===== config.mk =====
export PLATFORM = sky130hd
export DESIGN_NAME = systolic_seq_ctrl_flat
export DESIGN_NICKNAME = d
export VERILOG_FILES = /design/src/rtl/systolic_seq_ctrl_if.sv /design/src/rtl/systolic_seq_ctrl.sv /design/src/flat_wrapper.sv
export SDC_FILE = /design/constraint.sdc
export NUM_CORES = 1
export LEC_CHECK = 0
export CAP_MARGIN = 25
export CELL_PAD_IN_SITES_DETAIL_PLACEMENT = 1
export CELL_PAD_IN_SITES_GLOBAL_PLACEMENT = 1
export CORE_MARGIN = 2
export CORE_UTILIZATION = 41
export DETAILED_ROUTE_END_ITERATION = 12
export GPL_TIMING_DRIVEN = 0
export MAX_ROUTING_LAYER = met4
export PLACE_DENSITY_LB_ADDON = 0.08
export SLEW_MARGIN = 10
export SYNTH_ARGS = -nofsm -noshare
export SYNTH_HDL_FRONTEND = slang
export SYNTH_SLANG_ARGS = --single-unit

===== constraint.sdc =====
create_clock -name clk -period 5.9 [get_ports clk]
set_clock_uncertainty 0.15 [all_clocks]
set_input_delay 0.59 -clock clk [delete_from_list [all_inputs] [get_ports clk]]
set_output_delay 0.59 -clock clk [all_outputs]
set_load 0.02 [all_outputs]

===== src/rtl/systolic_seq_ctrl_if.sv =====
// Instruction handshake and datapath control bundle for the systolic sequencer.
// master = sequencer side, slave = instruction queue / datapath side.
interface systolic_seq_ctrl_if #(
    parameter int TILE_W = 8
);
    logic              inst_valid;
    logic [TILE_W-1:0] inst_ntiles;
    logic              inst_ready;
    logic              abort;
    logic              w_done;
    logic              if_done;
    logic              rd_nxt_inst;
    logic              w_buffer_read;
    logic              if_buffer_read;
    logic              clr_w;
    logic              clr_if;
    logic              switch;
    logic              first;
    logic              last;
    logic              busy;
    logic [TILE_W-1:0] tile_idx;
    logic              done;
    logic              err;

    modport master (
        input  inst_valid, inst_ntiles, abort, w_done, if_done, rd_nxt_inst,
        output inst_ready, w_buffer_read, if_buffer_read, clr_w, clr_if,
               switch, first, last, busy, tile_idx, done, err
    );

    modport slave (
        output inst_valid, inst_ntiles, abort, w_done, if_done, rd_nxt_inst,
        input  inst_ready, w_buffer_read, if_buffer_read, clr_w, clr_if,
               switch, first, last, busy, tile_idx, done, err
    );
endinterface


===== src/rtl/systolic_seq_ctrl.sv =====
// GEMM tile sequencer: per tile LOAD_W -> SWITCH -> STREAM, then DRAIN; done/err are registered pulses.
// Accepts an instruction only in IDLE; datapath pacing comes from w_done/if_done/rd_nxt_inst.
module systolic_seq_ctrl #(
    parameter int TILE_W  = 8,
    parameter int TIMEOUT = 4096,
    parameter int TO_W    = 13
) (
    input  logic                clk,
    input  logic                rst,
    systolic_seq_ctrl_if.master bus
);
    typedef enum logic [2:0] {
        IDLE,
        LOAD_W,
        SWITCH,
        STREAM,
        DRAIN
    } state_t;

    state_t            state_q, state_d;
    logic [TILE_W-1:0] ntiles_q, ntiles_d;
    logic [TILE_W-1:0] tile_idx_q, tile_idx_d;
    logic [TO_W-1:0]   wd_q, wd_d;
    logic              done_q, done_d;
    logic              err_q, err_d;

    logic final_tile;
    logic waiting;
    logic wd_expired;

    assign final_tile = (tile_idx_q == ntiles_q - TILE_W'(1));
    assign waiting    = (state_q == LOAD_W) || (state_q == STREAM) || (state_q == DRAIN);
    assign wd_expired = waiting && (wd_q == TO_W'(TIMEOUT - 1));

    always_ff @(posedge clk) begin
        if (!rst) begin
            state_q    <= IDLE;
            ntiles_q   <= '0;
            tile_idx_q <= '0;
            wd_q       <= '0;
            done_q     <= 1'b0;
            err_q      <= 1'b0;
        end else begin
            state_q    <= state_d;
            ntiles_q   <= ntiles_d;
            tile_idx_q <= tile_idx_d;
            wd_q       <= wd_d;
            done_q     <= done_d;
            err_q      <= err_d;
        end
    end

    always_comb begin
        state_d    = state_q;
        ntiles_d   = ntiles_q;
        tile_idx_d = tile_idx_q;
        done_d     = 1'b0;
        err_d      = 1'b0;
        wd_d       = '0;

        case (state_q)
            IDLE: begin
                if (bus.inst_valid) begin
                    ntiles_d   = bus.inst_ntiles;
                    tile_idx_d = '0;
                    if (bus.inst_ntiles == '0) begin
                        done_d = 1'b1;
                    end else begin
                        state_d = LOAD_W;
                    end
                end
            end
            LOAD_W: begin
                if (bus.w_done) begin
                    state_d = SWITCH;
                end
            end
            SWITCH: begin
                state_d = STREAM;
            end
            STREAM: begin
                if (bus.if_done) begin
                    if (final_tile) begin
                        state_d = DRAIN;
                    end else begin
                        tile_idx_d = tile_idx_q + TILE_W'(1);
                        state_d    = LOAD_W;
                    end
                end
            end
            DRAIN: begin
                if (bus.rd_nxt_inst) begin
                    state_d = IDLE;
                    done_d  = 1'b1;
                end
            end
            default: begin
                state_d = IDLE;
            end
        endcase

        // A legitimate transition on the expiry cycle wins over the watchdog.
        if (wd_expired && (state_d == state_q)) begin
            state_d = IDLE;
            err_d   = 1'b1;
        end

        if (bus.abort && (state_q != IDLE)) begin
            state_d = IDLE;
            done_d  = 1'b0;
            err_d   = 1'b0;
        end

        if ((state_d == state_q) && waiting) begin
            wd_d = wd_q + TO_W'(1);
        end
    end

    assign bus.inst_ready     = (state_q == IDLE);
    assign bus.clr_w          = (state_q != LOAD_W);
    assign bus.clr_if         = (state_q != STREAM);
    assign bus.w_buffer_read  = (state_q == LOAD_W) && !bus.w_done;
    assign bus.if_buffer_read = (state_q == STREAM) && !bus.if_done;
    assign bus.switch         = (state_q == SWITCH);
    assign bus.first          = (state_q == STREAM) && (tile_idx_q == '0);
    assign bus.last           = (state_q == STREAM) && final_tile;
    assign bus.busy           = (state_q != IDLE);
    assign bus.tile_idx       = tile_idx_q;
    assign bus.done           = done_q;
    assign bus.err            = err_q;
endmodule

===== src/flat_wrapper.sv =====
// flat-port wrapper written by rule: the top's interface ports become plain ports
module systolic_seq_ctrl_flat 
#(
    parameter int TILE_W  = 8,
    parameter int TIMEOUT = 4096,
    parameter int TO_W    = 13
)
  (clk, rst, bus_inst_valid, bus_inst_ntiles, bus_abort, bus_w_done, bus_if_done, bus_rd_nxt_inst, bus_inst_ready, bus_w_buffer_read, bus_if_buffer_read, bus_clr_w, bus_clr_if, bus_switch, bus_first, bus_last, bus_busy, bus_tile_idx, bus_done, bus_err);
  systolic_seq_ctrl_if #(.TILE_W(TILE_W)) bus_i ();
  input  logic clk;
  input  logic rst;
  input wire logic [$bits(bus_i.inst_valid)-1:0] bus_inst_valid;
  input wire logic [$bits(bus_i.inst_ntiles)-1:0] bus_inst_ntiles;
  input wire logic [$bits(bus_i.abort)-1:0] bus_abort;
  input wire logic [$bits(bus_i.w_done)-1:0] bus_w_done;
  input wire logic [$bits(bus_i.if_done)-1:0] bus_if_done;
  input wire logic [$bits(bus_i.rd_nxt_inst)-1:0] bus_rd_nxt_inst;
  output wire logic [$bits(bus_i.inst_ready)-1:0] bus_inst_ready;
  output wire logic [$bits(bus_i.w_buffer_read)-1:0] bus_w_buffer_read;
  output wire logic [$bits(bus_i.if_buffer_read)-1:0] bus_if_buffer_read;
  output wire logic [$bits(bus_i.clr_w)-1:0] bus_clr_w;
  output wire logic [$bits(bus_i.clr_if)-1:0] bus_clr_if;
  output wire logic [$bits(bus_i.switch)-1:0] bus_switch;
  output wire logic [$bits(bus_i.first)-1:0] bus_first;
  output wire logic [$bits(bus_i.last)-1:0] bus_last;
  output wire logic [$bits(bus_i.busy)-1:0] bus_busy;
  output wire logic [$bits(bus_i.tile_idx)-1:0] bus_tile_idx;
  output wire logic [$bits(bus_i.done)-1:0] bus_done;
  output wire logic [$bits(bus_i.err)-1:0] bus_err;
  assign bus_i.inst_valid = bus_inst_valid;
  assign bus_i.inst_ntiles = bus_inst_ntiles;
  assign bus_i.abort = bus_abort;
  assign bus_i.w_done = bus_w_done;
  assign bus_i.if_done = bus_if_done;
  assign bus_i.rd_nxt_inst = bus_rd_nxt_inst;
  assign bus_inst_ready = bus_i.inst_ready;
  assign bus_w_buffer_read = bus_i.w_buffer_read;
  assign bus_if_buffer_read = bus_i.if_buffer_read;
  assign bus_clr_w = bus_i.clr_w;
  assign bus_clr_if = bus_i.clr_if;
  assign bus_switch = bus_i.switch;
  assign bus_first = bus_i.first;
  assign bus_last = bus_i.last;
  assign bus_busy = bus_i.busy;
  assign bus_tile_idx = bus_i.tile_idx;
  assign bus_done = bus_i.done;
  assign bus_err = bus_i.err;
  systolic_seq_ctrl #(.TILE_W(TILE_W), .TIMEOUT(TIMEOUT), .TO_W(TO_W)) u_core (.clk(clk), .rst(rst), .bus(bus_i));
endmodule

### Yosys cells after proc, flatten, opt, wreduce, memory -nomap -nowiden

Index checks and enable logic that the tools add are counted.
Widths: inputs -> output; s select.

| word-level totals | value |
|---|---|
| flip-flop bits (word level) | 34 |
| bits of input ports | 15 |
| output and inout bits | 19 |
| word-level logic and storage cells | 62 |

| cells by class | value |
|---|---|
| add/sub/neg operators | 3 |
| equal/unequal tests | 13 |
| mux-type cells | 18 |
| bitwise operators | 1 |
| reductions and logical operators | 21 |

Operator list:

| cell | number |
|---|---|
| $mux 3 | 8 |
| $mux 8 | 3 |
| $logic_not 8->1 | 2 |
| $pmux 8 s2 | 1 |
| $pmux 3 s5 | 1 |
| $add 13x1->13 const B | 1 |
| $eq 13x12->1 const B | 1 |
| $add 8x1->8 const B | 1 |
| $eq 8x8->1 | 1 |
| $logic_and 1x1->1 | 8 |
| $sub 8x1->8 const B | 1 |
| $eq 3x2->1 const B | 2 |
| $eq 3x3->1 | 2 |
| $ne 2x2->1 const B | 3 |
| $mux 1 | 4 |
| $reduce_and 2->1 | 2 |
| $reduce_and 4->1 | 1 |
| $eq 3x1->1 const B | 1 |
| $eq 3x3->1 const B | 1 |
| $logic_not 3->1 | 1 |
| $ne 3x1->1 const B | 1 |
| $ne 3x2->1 const B | 1 |
| $reduce_bool 3->1 | 1 |
| $logic_not 1->1 | 2 |
| other kinds (5) | 6 |

### Logic depth before layout (Yosys ltp)

| depth | value |
|---|---|
| depth after elaboration | 12 |
| depth in mapped cells | 9 |
| depth with buffers taken out | 8 |

### Worst setup path after synthesis

OpenSTA, ideal clock, no wires.

| timing | value |
|---|---|
| path kind | reg2out |
| start | register u_core.ntiles_q[0] |
| end | output port bus_last |
| arrival time | 2.267 ns |
| required time | 5.160 ns |
| setup slack | 2.893 ns |
| cell stages (with the launch flop) | 7 |
| path through | dfxtp_1 -> inv_1 -> ha_1 -> or3b_1 -> nor2b_1 -> a2111o_1 -> nor4_1 |

| between the ends | value |
|---|---|
| word-level cells in the longest chain between the ends | 3 |

RTL lines:

| element | RTL line | RTL |
|---|---|---|
| start, declared | systolic_seq_ctrl.sv:21 | `logic [TILE_W-1:0] ntiles_q, ntiles_d;` |
| start signal, assigned | systolic_seq_ctrl.sv:45 | `ntiles_q <= ntiles_d;` |
| $sub 8x1->8 | systolic_seq_ctrl.sv:31 | `assign final_tile = (tile_idx_q == ntiles_q - TILE_W'(1));` |
| $eq 8x8->1 | systolic_seq_ctrl.sv:31 |  |
| $logic_and 1x1->1 | systolic_seq_ctrl.sv:126 | `assign bus.last = (state_q == STREAM) && final_tile;` |
| end, declared | flat_wrapper.sv:25 | `output wire logic [$bits(bus_i.last)-1:0] bus_last;` |

No other way between the ends.

### Final worst setup path

Ends and elaborated chain as after synthesis.

==> flow_summary.yaml <==
status:
  outcome: "finished clean"
die:
  die_x_um: 70.61
  die_h_um: 70.61
  core_area_mm2: 0.004324
  start_util: 0.4207
  die_area_mm2: 0.004986
  io_pins: 34
  rows: 24
global_route:
  grt_use_met2: 0.3270
  grt_max_degree: 11
  grt_pass1_wl_um: 7962
  met3_usage: 0.05128
  grt_pass1_vias: 1700
  grtUsageTotal: 0.2049
  overflow: 0
  antenna_found_initial: 0
  use_met1: 0.2627
  busiest_layer: "met2"
synth:
  synth.yosys.seq_area_share: 0.3741
  synth_edf_count: 0
  synth_top_area_share: 0.3741
  avgSynthCellArea_um2: 8.195
  synthArstFlopShare: 0
  ys_types: 40
  syn_area_mm2: 0.001819
  yosysWarnings: 0
  synthFlopType: "dfxtp_1"
  yosys.area.top_type: "dfxtp_1"
  synth_area_leaders: "dfxtp_1 (37%), xor2_1 (6.7%), nand2_1 (6.4%), nor2_1 (5.0%), a21oi_1 (3.6%)"
  postSynthCellCount: 222
  synth_fp_nets: 241
  ys_ff_latch: 34
setup_path:
  critPathMaxFanout: 6
  worstSetupStartpointType: "flop"
  crit_buf_inv: 2
  cp.arrival_ps: 2950
  cp.required_ps: 5160
  crit_slowest_cell: "clkdlybuf4s50_1"
  critPathKind: "reg2out"
  crit_chain: "inv_1 > ha_1 > or3b_1 > nor2b_1 > a2111o_1 > nor4_1 > clkdlybuf4s50_1"
  critPathMaxStageDelay_ps: 660
  critical-path-top-delay-family: "simple AND/OR/NAND/NOR gates"
  endpoint_kind: "primary output"
pwr:
  p_leak_nw: 0.8427
  ir_worst_vdd_uv: 102.0
  power_density_mw_per_mm2: 221.3
finish:
  final_common_cell: "dfxtp_1"
  final_layout_size_suffix_gt1_frac: 0.04598
  diodes: 0
  nFillCells: 528
  fin_nets: 281
  area_delta_synth_final_pct: 26.27
  final_cell_mix: "dfxtp_1 (34), clkdlybuf4s50_1 (33), nand2_1 (31)"
  fin_area_mm2: 0.002297
place:
  finalWeightedCongestion: 0.8157
  io_buffers: 33
  place_area_mm2: 0.002215
  dpl.hpwl_um: 3350
clock_network:
  cts-resized-gates: 0
  cts.sinks: 34
  clockBufferDepth: 2
  cts_made_buffers: 5
  htree_levels: 2
  cts_hold_buf: 0
  cts-root-buf: "clkbuf_8"
  clkSlewWorstSetupHoldPaths_ps: 60
  insertion_delay_ps: 280
  post_cts_buffers: 0
  cts_tree: "built"
detailed_routing:
  drt-total-wl_um: 4386
  drt_iter0_drc: 69
  vias: 1674
  viasPerCell: 5.348
  wire_per_inst_um: 14.01
  ant_nets: 0
  drc: 0
  first_pass_iters: 4
timing:
  setup_tns_ps: 0
  rsz0062_at_grt: "false"
  worst_slew_pin_slew_ps: 575.5
  setup_viol: 0
  slew_violations: 0
  hold_viol: 0
  relSlewSlack: 0.6109
  fin_crit_ps: 3691
  fmax_mhz: 271.0
  fin_crit_sh: 0.6255
flow_run:
  max_cap_viol_count: 0
worst_hold_path:
  hold_path.class: "reg2reg"
## layer usage
layer / vias to the layer above / part of all wire / routed length (um)
li1: 855 / - / -
met1: 797 / 0.48 / 2098
met3: 2 / 0.031 / 135
met5: - / 0 / 0
met2: 20 / 0.49 / 2132
met4: 0 / 0.0046 / 20
## flip-flops by register name, summed over array words and instances (netlist names)
signal,count
u_core.ntiles_q,8
u_core.state_q,3
u_core.bus.done,1
u_core.bus.tile_idx,8
u_core.wd_q,13
u_core.bus.err,1
## cell type report
type                    instances  area [um2]  area share
multi-input cells             173        1075      0.4679
clock buffers                   6       82.58     0.03595
inverters                       9       33.78     0.01471
plain buffers                   6       30.03     0.01307
flip-flops and latches         34       680.7      0.2963
well taps                      52       65.06     0.02832
repair buffers                 33       330.3      0.1438
## final timing paths
check	from	endpoint	slack, ps	cells after the start
min reg2reg	u_core.ntiles_q[7]	u_core.ntiles_q[7]	330	2
max reg2reg	u_core.state_q[2]	u_core.wd_q[4]	3160	8
min	u_core.ntiles_q[7]	u_core.ntiles_q[7]	330	2
max	u_core.ntiles_q[0]	bus_last	2210	7
## per-stage QoR
step                      setup WS, ps  utilization  power, mW  instances  hold slack, ps
after CTS                         2156       0.5313     0.5180        313           337.3
after global placement            2477       0.5122     0.3432        307           316.3
after global routing              2009       0.5313     0.5422        313           363.0
final                             2209       0.5313     0.5083        313           332.6
after floorplan                   2893            -     0.3091        222           291.6
after detailed placement          2475       0.5122     0.3452        307           325.6
## synthesized netlist by cell type, types with 2 or more instances
library cell,n
mux2i_1,2
nor2b_1,3
nor2_1,24
a21oi_1,13
o21ai_1,4
and2_1,2
nand3_1,8
a22oi_1,2
dfxtp_1,34
nand2_1,31
a21boi_0,8
xor2_1,14
and3_1,7
or3_1,6
and4_1,2
o21ai_0,2
xnor2_1,7
clkbuf_1,5
nor4_1,4
inv_1,9
nor4b_1,2
ha_1,4
o31ai_1,2
or4_1,2
nor3_1,7
nand4_1,4
## where the power goes
part / leakage (nW) / total (mW) / internal, mW / switching, mW
Sequential: 0.275 / 0.245 / 0.236 / 0.00924
Combinational: 0.524 / 0.0948 / 0.0428 / 0.0520
Clock: 0.0431 / 0.168 / 0.0899 / 0.0785
Total: 0.843 / 0.508 / 0.369 / 0.140
## worst register-to-register path: stages (launching register included)
cell      delay (ps)
dfxtp_1          310
clkbuf_1         320
nor4b_1          540
a21oi_1          100
nor4b_1          410
nor2_1           100
nand3_1          180
clkbuf_1         390
nor2_1           120
## cells by family after synthesis
kind of cell    share of synthesized area
buf+inv                           0.03507
mux                               0.01100
flops                              0.3741
xor+xnor                           0.1011
compound gates                     0.1479
simple gates                       0.3033
fa+ha+maj                         0.02751
Note: power is estimated with default switching activity, not from simulation.
